File: src/rtl/mips_pkg.sv
// Shared MIPS pipeline definitions.
//   - NOP encoding and PC increment used by the fetch stage
//   - forwarding-select encodings shared with the hazard/forwarding unit
//   - IF/ID register layout and a word-alignment helper
package mips_pkg;

  localparam logic [31:0] NOP_INSTR = 32'h0000_0000;
  localparam logic [31:0] PC_STEP   = 32'd4;

  localparam logic [1:0] FWD_NONE = 2'b00;
  localparam logic [1:0] FWD_EX   = 2'b01;
  localparam logic [1:0] FWD_MEM  = 2'b10;

  typedef struct packed {
    logic [31:0] instr;
    logic [31:0] pc4;
    logic        valid;
  } if_id_t;

  localparam if_id_t IF_ID_BUBBLE = '{instr: NOP_INSTR, pc4: 32'h0, valid: 1'b0};

  // Instruction addresses are word aligned; the two low bits are dropped.
  function automatic logic [31:0] align_word(input logic [31:0] addr);
    return addr & ~32'h3;
  endfunction

endpackage

File: src/rtl/mips_sat_counter.sv
// Saturating up-counter used for the fetch-stage performance counters.
// Ports:
//   clk_i   - clock
//   rst_i   - asynchronous active-high reset, clears the count
//   inc_i   - increment request for this cycle
//   count_o - current count; sticks at all-ones
module mips_sat_counter #(
  parameter int W = 16
) (
  input  logic         clk_i,
  input  logic         rst_i,
  input  logic         inc_i,
  output logic [W-1:0] count_o
);

  logic at_max;

  assign at_max = (count_o == {W{1'b1}});

  always_ff @(posedge clk_i or posedge rst_i) begin
    if (rst_i) begin
      count_o <= '0;
    end else if (inc_i && !at_max) begin
      count_o <= count_o + 1'b1;
    end
  end

endmodule

File: src/rtl/mips_fetch_stage.sv
// IF stage and IF/ID pipeline register of the 5-stage MIPS pipeline.
// Owns the PC, drives the instruction-memory address and latches the fetched
// instruction with its PC+4 for decode. Redirects from EX squash the
// wrong-path fetch with a bubble; load-use stalls freeze PC and IF/ID.
// Ports:
//   clk_i, rst_i        - clock, asynchronous active-high reset
//   stall_i             - load-use stall from the hazard unit
//   redirect_i          - taken branch/jump resolved in EX
//   redirect_target_i   - branch/jump target
//   imem_rdata_i        - instruction at imem_addr_o (combinational memory)
//   imem_addr_o, pc_o   - current PC
//   if_id_instr_o/pc4_o/valid_o - IF/ID register contents
//   stall_count_o, flush_count_o - saturating performance counters
module mips_fetch_stage
  import mips_pkg::*;
#(
  parameter logic [31:0] RESET_PC = 32'h0000_0000,
  parameter int          CNT_W    = 16
) (
  input  logic             clk_i,
  input  logic             rst_i,
  input  logic             stall_i,
  input  logic             redirect_i,
  input  logic [31:0]      redirect_target_i,
  input  logic [31:0]      imem_rdata_i,
  output logic [31:0]      imem_addr_o,
  output logic [31:0]      pc_o,
  output logic [31:0]      if_id_instr_o,
  output logic [31:0]      if_id_pc4_o,
  output logic             if_id_valid_o,
  output logic [CNT_W-1:0] stall_count_o,
  output logic [CNT_W-1:0] flush_count_o
);

  logic [31:0] pc_q;
  logic [31:0] pc_plus4;
  if_id_t      if_id_q;
  logic        stall_inc;
  logic        flush_inc;

  // Wraps modulo 2^32 with no indication.
  assign pc_plus4 = pc_q + PC_STEP;

  always_ff @(posedge clk_i or posedge rst_i) begin
    if (rst_i) begin
      pc_q    <= RESET_PC;
      if_id_q <= IF_ID_BUBBLE;
    end else if (redirect_i) begin
      // Redirect wins over stall: the stalled instruction is on the wrong path.
      pc_q    <= align_word(redirect_target_i);
      if_id_q <= IF_ID_BUBBLE;
    end else if (!stall_i) begin
      pc_q    <= pc_plus4;
      if_id_q <= '{instr: imem_rdata_i, pc4: pc_plus4, valid: 1'b1};
    end
  end

  // A stall coinciding with a redirect is dropped, so it is not counted.
  assign stall_inc = stall_i & ~redirect_i;
  assign flush_inc = redirect_i;

  mips_sat_counter #(.W(CNT_W)) u_stall_cnt (
    .clk_i   (clk_i),
    .rst_i   (rst_i),
    .inc_i   (stall_inc),
    .count_o (stall_count_o)
  );

  mips_sat_counter #(.W(CNT_W)) u_flush_cnt (
    .clk_i   (clk_i),
    .rst_i   (rst_i),
    .inc_i   (flush_inc),
    .count_o (flush_count_o)
  );

  assign pc_o          = pc_q;
  assign imem_addr_o   = pc_q;
  assign if_id_instr_o = if_id_q.instr;
  assign if_id_pc4_o   = if_id_q.pc4;
  assign if_id_valid_o = if_id_q.valid;

endmodule

File: config.mk
export PLATFORM = sky130hd
export DESIGN_NAME = mips_fetch_stage
export DESIGN_NICKNAME = d
export VERILOG_FILES = /design/src/rtl/mips_pkg.sv /design/src/rtl/mips_sat_counter.sv /design/src/rtl/mips_fetch_stage.sv
export SDC_FILE = /design/constraint.sdc
export NUM_CORES = 1
export LEC_CHECK = 0
export ABC_AREA = 1
export ABC_CLOCK_PERIOD_IN_PS = 10860
export CORE_ASPECT_RATIO = 0.6
export CORE_MARGIN = 5
export CORE_UTILIZATION = 41
export CTS_CLUSTER_SIZE = 12
export DETAILED_ROUTE_END_ITERATION = 8
export MAX_ROUTING_LAYER = met4
export PLACE_DENSITY = 0.83
export REMOVE_ABC_BUFFERS = 1
export SYNTH_ARGS = -nofsm -noshare
export SYNTH_HDL_FRONTEND = slang
export SYNTH_SLANG_ARGS = --single-unit
File: constraint.sdc
create_clock -name clk_i -period 10.86 [get_ports clk_i]
set_clock_uncertainty 0.2 [all_clocks]
set_input_delay 2.715 -clock clk_i [delete_from_list [all_inputs] [get_ports clk_i]]
set_output_delay 2.715 -clock clk_i [all_outputs]
set_load 0.005 [all_outputs]
==> results of run 1 <==
[cells by family after synthesis]
logic type	count (synthesis)	synth area share
AND/OR/NAND/NOR	480	0.2986
buffers and inverters	140	0.1075
flip-flops	126	0.4718
AO/OA/AOI/OAI	82	0.08706
XOR/XNOR	22	0.02883
adder cells (fa/ha/maj)	3	0.005618
other	1	0.0005612
[layout make-up]
type,instances,area [um2]
repair buffers,225,2240
inverters,80,305.3
fillers,1432,6675
flip-flops and latches,126,3153
multi-input cells,591,2835
well taps,209,261.5
clock buffers,19,442.9
clock inverters,13,212.7
[routing by layer]
| layer | global-route usage | routed length, um | up-vias |
|---|---|---|---|
| li1 | - | - | 3042 |
| met1 | 0.2750 | 9057 | 2931 |
| met2 | 0.3326 | 8801 | 262 |
| met3 | 0.06584 | 1751 | 27 |
| met4 | 0.05546 | 297 | 0 |
| met5 | - | 0 | - |
[per-stage QoR]
stage	hold slack [ns]	setup slack, ns	area (um2)	power, mW	util
floorplan	0.2654	4.589	6276	0.7078	-
global placement	0.2583	5.491	8795	0.8970	0.5454
global route	0.3073	5.651	9450	1.606	0.5860
detailed placement	0.2655	5.450	8795	0.9073	0.5454
finish	0.2743	5.892	9450	1.534	0.5860
CTS	0.2793	5.877	9450	1.553	0.5860
[worst reg2reg max path, stage by stage, from the launching register on]
cell and delay [ns]:
dfrtp_1 0.47, ha_1 0.32, inv_2 0.08, nor2_4 0.16
inv_2 0.05, nor2_2 0.11, nand2_1 0.07, nand2_2 0.22
inv_2 0.26, nand2_2 0.16, o21ai_2 0.06
[flip-flops by register name (all words and copies together), names as in the netlist]
| register | flops |
|---|---|
| if_id_instr_o | 32 |
| if_id_pc4_o | 31 |
| imem_addr_o | 30 |
| if_id_valid_o | 1 |
| u_stall_cnt.count_o | 16 |
| u_flush_cnt.count_o | 16 |
[synthesized netlist by cell type]
| master | n | area share |
|---|---|---|
| nand2_1 | 322 | 0.18 |
| dfrtp_1 | 126 | 0.47 |
| inv_1 | 76 | 0.043 |
| nor2_1 | 65 | 0.037 |
| nand3_1 | 52 | 0.039 |
| buf_4 | 37 | 0.042 |
| a22o_1 | 34 | 0.045 |
| o21ai_0 | 29 | 0.022 |
| buf_2 | 13 | 0.0097 |
| xor2_1 | 12 | 0.016 |
| nand2_2 | 10 | 0.0094 |
| xnor2_1 | 10 | 0.013 |
| nand4_1 | 7 | 0.0066 |
| nor3_1 | 7 | 0.0052 |
| o21ai_2 | 7 | 0.0092 |
| nor2_2 | 6 | 0.0056 |
| buf_6 | 5 | 0.0084 |
| clkbuf_1 | 5 | 0.0028 |
| o211ai_1 | 5 | 0.0056 |
| a21oi_1 | 4 | 0.0030 |
| inv_2 | 4 | 0.0022 |
| nor2_4 | 4 | 0.0067 |
| ha_1 | 3 | 0.0056 |
| nand3_2 | 2 | 0.0030 |
| nand3b_1 | 2 | 0.0022 |
| o21bai_1 | 2 | 0.0022 |
| and2_1 | 1 | 0.00094 |
| conb_1 | 1 | 0.00056 |
| nand2_4 | 1 | 0.0017 |
| o21ai_1 | 1 | 0.00075 |
| or2_2 | 1 | 0.00094 |
[power by group]
group          switching [mW]  internal, mW
Clock                   0.221         0.415
Combinational           0.135         0.175
Sequential             0.0694         0.519
[worst min-delay path by stage]
stage,end,start,cells after the start,slack [ns]
4_1_cts,if_id_pc4_o[2]$_DFFE_PP0N_,if_id_pc4_o[2]$_DFFE_PP0N_,2,0.28
5_1_grt,if_id_pc4_o[21]$_DFFE_PP0N_,if_id_pc4_o[21]$_DFFE_PP0N_,2,0.31
3_3_place_gp,if_id_pc4_o[2]$_DFFE_PP0N_,if_id_pc4_o[2]$_DFFE_PP0N_,2,0.26
2_1_floorplan,if_id_pc4_o[2]$_DFFE_PP0N_,if_id_pc4_o[2]$_DFFE_PP0N_,2,0.27
6_report,if_id_pc4_o[3]$_DFFE_PP0N_,if_id_pc4_o[3]$_DFFE_PP0N_,2,0.27
3_5_place_dp,if_id_pc4_o[2]$_DFFE_PP0N_,if_id_pc4_o[2]$_DFFE_PP0N_,2,0.27
==> impl_metrics.tcl, run 1 <==
set metrics [dict create \
    min_path_type "reg2reg" \
    worstPathCellList "clkdlybuf4s50_1 -> inv_1 -> nor2_4 -> buf_4 -> inv_1 -> o21ai_0 -> inv_1 -> nand2_1" \
    ys_seq_area_frac 0.4718 \
    final_common_cell "nand2_1" \
    root_buffer "clkbuf_16" \
    post-cts-setup-buffer-count 0 \
    cp.required_ns 11.00 \
    fmax_ghz 0.2013 \
    ys_types 31 \
    die_h_um 108.9 \
    start_util 0.4144 \
    cp_max_fo 75 \
    crit_buf_inv 5 \
    diodes 0 \
    total_leakage_power_nw 4.368 \
    area_growth_pct 41.42 \
    max-vdd-ir-drop_mv 0.09280 \
    grt_first_pass_wirelength_um 31280 \
    syn_avg_cell_area_um2 7.825 \
    cp.depth 8 \
    gr-total-overflow 0 \
    worstMarginPinSlew_ns 0.9085 \
    r2r-end "u_flush_cnt.count_o[10]$_DFFE_PP0P_" \
    hold_buffers 0 \
    r2r-start "u_flush_cnt.count_o[0]$_DFFE_PP0P_" \
    die-area_um2 19040 \
    syn-cell-area_um2 6683 \
    place_hpwl_um 14380 \
    gp_congestion 0.9083 \
    grt_antenna_before_repair 0 \
    final_cells 1263 \
    slew_headroom 0.3943 \
    worstSetupPathType "in2reg" \
    reg2reg_slack_ns 8.56 \
    drv_slew 0 \
    num_vias 6262 \
    cp_data_arrival_time_ns 5.11 \
    hold_viol_final 0 \
    core_area_um2 16130 \
    grt_max_degree 76 \
    drive_above_1_share 0.06831 \
    viasPerCell 4.958 \
    setup_viol 0 \
    fin_crit_ns 4.968 \
    layout_common_cells "nand2_1, clkdlybuf4s50_1, dfrtp_1" \
    tritoncts "yes" \
    htree_levels 4 \
    end_kind "flip-flop" \
    ys_ff_latch 126 \
    finalCritPeriodShare 0.4575 \
    cp_common_cell "inv_1" \
    setup_tns_ns 0 \
    dp_cells 1231 \
    cts.sinks 126 \
    reg2regPathDepth 10 \
    layout.nets 1112 \
    ios 229 \
    wl_per_cell_um 15.76 \
    syn_inst 854 \
    post-route-drc-count 0 \
    cts_resized 0 \
    cp-endpoint "imem_addr_o[19]$_DFFE_PP0N_" \
    grtUsageTotal 0.2136 \
    critPathTopFamily "buffers and inverters" \
    port_buffers 222 \
    rows 36 \
    drtPass1Iterations 7 \
    p_per_area_nw_per_um2 162.4 \
    drt-total-wl_um 19910 \
    status "finished clean" \
    die_w_um 174.8 \
    start_kind "primary input" \
    ys_warn_count 0 \
    crit_start "stall_i" \
    antenna_left 0 \
    clk_latency_ns 0.41 \
    cpPeakStageDelay_ns 0.66 \
    cts_buffers 17 \
    first_global_vias 6026 \
    clk_pin_slew_worst_paths_ns 0.06 \
    cp_slowest_cell "buf_4" \
    cap_viol_max_count 0 \
    clock_path_buffers 2 \
    rsz0062_at_grt "false" \
    dr.first_iter.drc_count 457 \
]
No activity file was read; power rests on OpenSTA's default activity.
==> run 2: changes to the inputs <==
--- a/config.mk
+++ b/config.mk
@@ -6,14 +6,14 @@
 export NUM_CORES = 1
 export LEC_CHECK = 0
 export ABC_AREA = 1
-export ABC_CLOCK_PERIOD_IN_PS = 10860
+export ABC_CLOCK_PERIOD_IN_PS = 4100
 export CORE_ASPECT_RATIO = 0.6
 export CORE_MARGIN = 5
 export CORE_UTILIZATION = 41
 export CTS_CLUSTER_SIZE = 12
 export DETAILED_ROUTE_END_ITERATION = 8
 export MAX_ROUTING_LAYER = met4
-export PLACE_DENSITY = 0.83
+export PLACE_DENSITY = 0.86
 export REMOVE_ABC_BUFFERS = 1
 export SYNTH_ARGS = -nofsm -noshare
 export SYNTH_HDL_FRONTEND = slang
==> constraint.sdc (replaced) <==
create_clock -name clk_i -period 4.1 [get_ports clk_i]
set_clock_uncertainty 0.2 [all_clocks]
set_input_delay 1.025 -clock clk_i [delete_from_list [all_inputs] [get_ports clk_i]]
set_output_delay 1.025 -clock clk_i [all_outputs]
set_load 0.005 [all_outputs]
==> impl_metrics.tcl, run 2 (synthesis results as in run 1) <==
set metrics [dict create \
    status "finished clean" \
    rows 36 \
    clk_latency_ns 0.41 \
    cp.required_ns 4.24 \
    start_kind "primary input" \
    core_area_um2 16130 \
    finalCritPeriodShare 0.7593 \
    tritoncts "yes" \
    die-area_um2 19040 \
    place_hpwl_um 15360 \
    fmax_ghz 0.3212 \
    grt_first_pass_wirelength_um 32880 \
    gp_congestion 0.9216 \
    layout.nets 1117 \
    drtPass1Iterations 5 \
    worstMarginPinSlew_ns 0.7118 \
    setup_viol 0 \
    root_buffer "clkbuf_16" \
    die_w_um 174.8 \
    antenna_left 0 \
    total_leakage_power_nw 4.356 \
    hold_buffers 0 \
    fin_ws_ns 0.9870 \
    viasPerCell 4.922 \
    largest_reg_flops 32 \
    post-cts-setup-buffer-count 0 \
    reg2regPathDepth 10 \
    drt-total-wl_um 20450 \
    grtUsageTotal 0.2235 \
    min_path_type "reg2reg" \
    ios 229 \
    cts_buffers 17 \
    p_per_area_nw_per_um2 405.8 \
    drive_above_1_share 0.07183 \
    cts_resized 0 \
    worstSetupPathType "in2reg" \
    clk_pin_slew_worst_paths_ns 0.06 \
    area_growth_pct 41.08 \
    r2r-start "u_flush_cnt.count_o[0]$_DFFE_PP0P_" \
    cap_viol_max_count 0 \
    drv_slew 0 \
    htree_levels 4 \
    hold_viol_final 0 \
    cp_data_arrival_time_ns 3.26 \
    cp_max_fo 20 \
    num_vias 6256 \
    crit_start "redirect_i" \
    grt_antenna_before_repair 4 \
    max-vdd-ir-drop_mv 0.2561 \
    die_h_um 108.9 \
    cts.sinks 126 \
    final_common_cell "nand2_1" \
    clock_path_buffers 2 \
    dp_worst_setup_slack_ns 0.6291 \
    layout_common_cells "nand2_1, clkdlybuf4s50_1, dfrtp_1" \
    end_kind "flip-flop" \
    worstHoldStart "if_id_pc4_o[3]$_DFFE_PP0N_" \
    wl_per_cell_um 16.09 \
    p_total_mw 3.826 \
    gr-total-overflow 0 \
    fin_crit_ns 3.113 \
    post-route-drc-count 0 \
    first_global_vias 6148 \
    hold_depth 2 \
    slew_headroom 0.5249 \
    dr.first_iter.drc_count 502 \
    port_buffers 222 \
    start_util 0.4144 \
    grt_max_degree 46 \
    rsz0062_at_grt "false" \
]
==> run 2: routing by layer <==
layer,share of wire,track usage
met4,0.0077,0.04090
met1,0.48,0.3078
met5,0,-
met3,0.083,0.06965
met2,0.43,0.3309
==> run 2: critical path, stage by stage <==
cell and delay [ns]:
clkdlybuf4s50_1 0.65, nor2_4 0.58, inv_1 0.50, o21ai_0 0.37, inv_1 0.07, nand2_1 0.06
==> run 2: worst paths after layout <==
check	end	slack (ns)
setup / recovery	imem_addr_o[19]$_DFFE_PP0N_	0.99
hold / removal	if_id_pc4_o[3]$_DFFE_PP0N_	0.28
setup reg to reg	u_flush_cnt.count_o[9]$_DFFE_PP0P_	1.71
hold reg to reg	if_id_pc4_o[3]$_DFFE_PP0N_	0.28
max in group asynchronous	if_id_instr_o[8]$_DFFE_PP0N_	2.16
min in group asynchronous	if_id_instr_o[16]$_DFFE_PP0N_	0.82
==> run 2: final cells by class <==
cell class | instances | area [um2]
diodes | 4 | 10.01
clock buffers | 18 | 439.2
clock inverters | 13 | 118.9
fillers | 1429 | 6698
inverters | 80 | 302.8
multi-input cells | 591 | 2835
flip-flops and latches | 126 | 3153
well taps | 209 | 261.5
repair buffers | 230 | 2307
==> run 2: power by group <==
part           switching, mW  leakage (nW)  internal (mW)
sequential             0.187          1.64           1.38
combinational          0.366          2.45          0.468
clock                  0.581         0.264          0.848
==> run 2: stage by stage <==
step | cells | utilization | area (um2) | hold slack (ns) | setup TNS [ns]
global placement | 1236 | 0.5494 | 8860 | 0.2588 | 0
CTS | 1267 | 0.5840 | 9418 | 0.2810 | 0
global route | 1271 | 0.5847 | 9428 | 0.2963 | 0
finish | 1271 | 0.5847 | 9428 | 0.2763 | 0
floorplan | 797 | - | 6276 | 0.2654 | -60.60
detailed placement | 1236 | 0.5494 | 8860 | 0.2636 | 0
==> run 3: changes to the inputs <==
--- a/config.mk
+++ b/config.mk
@@ -6,14 +6,14 @@
 export NUM_CORES = 1
 export LEC_CHECK = 0
 export ABC_AREA = 1
-export ABC_CLOCK_PERIOD_IN_PS = 4100
+export ABC_CLOCK_PERIOD_IN_PS = 2950
 export CORE_ASPECT_RATIO = 0.6
 export CORE_MARGIN = 5
 export CORE_UTILIZATION = 41
 export CTS_CLUSTER_SIZE = 12
 export DETAILED_ROUTE_END_ITERATION = 8
 export MAX_ROUTING_LAYER = met4
-export PLACE_DENSITY = 0.86
+export PLACE_DENSITY = 0.83
 export REMOVE_ABC_BUFFERS = 1
 export SYNTH_ARGS = -nofsm -noshare
 export SYNTH_HDL_FRONTEND = slang
==> constraint.sdc (replaced) <==
create_clock -name clk_i -period 2.95 [get_ports clk_i]
set_clock_uncertainty 0.2 [all_clocks]
set_input_delay 0.7375 -clock clk_i [delete_from_list [all_inputs] [get_ports clk_i]]
set_output_delay 0.7375 -clock clk_i [all_outputs]
set_load 0.005 [all_outputs]
==> impl_metrics.tcl, run 3 (synthesis results as in run 1) <==
set metrics [dict create \
    viasPerCell 4.943 \
    crit_buf_inv 1 \
    place_hpwl_um 15270 \
    post-route-drc-count 0 \
    cp_data_arrival_time_ns 1.49 \
    clk_latency_ns 0.41 \
    cp_slowest_cell "clkdlybuf4s50_1" \
    finalCritPeriodShare 0.8214 \
    end_kind "output port" \
    layout.nets 1123 \
    post-cts-setup-buffer-count 0 \
    pwr-share-clk 0.416 \
    p_total_mw 5.689 \
    root_buffer "clkbuf_16" \
    worstSetupPathType "reg2out" \
    clock_path_buffers 2 \
    critPathTopFamily "buffers and inverters" \
    port_buffers 222 \
    clk_pin_slew_worst_paths_ns 0.06 \
    switching_share 0.2757 \
    p_per_area_nw_per_um2 595.5 \
    antenna_left 0 \
    rows 36 \
    diodes 0 \
    status "finished clean" \
    gr-total-overflow 0 \
    wl_per_cell_um 15.95 \
    tritoncts "yes" \
    hold_buffers 0 \
    setup_viol 0 \
    max-vdd-ir-drop_mv 0.3076 \
    start_util 0.4144 \
    start_kind "flip-flop" \
    p_int_mw 4.121 \
    ios 229 \
    cap_viol_max_count 0 \
    largest_reg_flops 32 \
    gp_congestion 0.8884 \
    power_frac_seq 0.381 \
    worstPathCellList "clkdlybuf4s50_1" \
    finalInstanceArea_um2 9553 \
    grtUsageTotal 0.2223 \
    combPwrFrac 0.203 \
    drv_slew 0 \
    total_leakage_power_nw 4.438 \
    die_h_um 108.9 \
    regArea_um2 3153 \
    nFillCells 1421 \
    die_w_um 174.8 \
    rsz0062_at_grt "false" \
    cts_buffers 17 \
    grt_max_degree 49 \
    area_growth_pct 42.95 \
    drive_above_1_share 0.07793 \
    dpl_cell_area_um2 8890 \
    p_sw_mw 1.568 \
    dp_worst_setup_slack_ns 0.3784 \
    cts.sinks 126 \
    fin_crit_ns 2.423 \
    cp_max_fo 7 \
    cpPeakStageDelay_ns 0.57 \
    grt_antenna_before_repair 0 \
    cp.required_ns 2.01 \
    multi_input_area_um2 2835 \
    layout_common_cells "nand2_1, clkdlybuf4s50_1, dfrtp_1" \
    grt_first_pass_wirelength_um 32470 \
    drtPass1Iterations 5 \
    fmax_ghz 0.4127 \
    fin_ws_ns 0.5269 \
    final_common_cell "nand2_1" \
    drt-total-wl_um 20320 \
    dr.first_iter.drc_count 566 \
    hold_viol_final 0 \
    first_global_vias 6126 \
    final_core_util 0.5924 \
    htree_levels 4 \
    min_path_type "reg2reg" \
    num_vias 6297 \
    die-area_um2 19040 \
    cts_resized 0 \
    core_area_um2 16130 \
]
## run 3: cell types whose count changed in the layout (fill, tap and decap cells not counted), moves of 2 or more
cell	previous run	this run
clkinvlp_4	4	1
inv_6	1	4
buf_4	6	13
bufinv_16	1	5
clkinv_4	4	2
diode_2	4	0
clkinv_2	3	1
## run 3: final cells by class
cell class / count / area share
Sequential cell: 126 / 0.3301
Clock inverter: 12 / 0.02161
Timing Repair Buffer: 236 / 0.2444
Multi-Input combinational cell: 591 / 0.2968
Clock buffer: 20 / 0.04781
Tap cell: 209 / 0.02737
Inverter: 80 / 0.03196
## run 3: worst paths after layout
| kind | start | to | slack (ns) | cells after the start |
|---|---|---|---|---|
| max in group asynchronous | rst_i | u_stall_cnt.count_o[12]$_DFFE_PP0P_ | 1.46 | 3 |
| min in group asynchronous | rst_i | if_id_instr_o[17]$_DFFE_PP0N_ | 0.53 | 2 |
| setup reg to reg | u_flush_cnt.count_o[0]$_DFFE_PP0P_ | u_flush_cnt.count_o[11]$_DFFE_PP0P_ | 0.65 | 10 |
| hold reg to reg | if_id_pc4_o[2]$_DFFE_PP0N_ | if_id_pc4_o[2]$_DFFE_PP0N_ | 0.28 | 2 |
| hold / removal | if_id_pc4_o[2]$_DFFE_PP0N_ | if_id_pc4_o[2]$_DFFE_PP0N_ | 0.28 | 2 |
| setup / recovery | imem_addr_o[18]$_DFFE_PP0N_ | imem_addr_o[18] | 0.53 | 1 |
## run 3: metal layers
metal / up-vias / part of all wire / global-route usage
met1: 2961 / 0.45 / 0.2869
li1: 3054 / - / -
met2: 262 / 0.45 / 0.3456
met5: - / 0 / -
met3: 20 / 0.088 / 0.06376
met4: 0 / 0.0098 / 0.06499
## run 3: power by group through the flow
stage / registers [mW] / clock network (mW) / logic [mW]
detailed placement: 2.19 / 0 / 1.16
finish: 2.17 / 2.37 / 1.15
global placement: 2.19 / 0 / 1.13
global route: 2.20 / 2.48 / 1.27
floorplan: 2.15 / 0 / 0.451
CTS: 2.17 / 2.41 / 1.16
## run 3: stage by stage
stage	hold WS, ns	setup TNS (ns)	cells
after CTS	0.2787	0	1274
final	0.2777	0	1274
after detailed placement	0.2627	0	1242
after floorplan	0.2654	-196.16	797
after global routing	0.2973	0	1274
after global placement	0.2595	0	1242
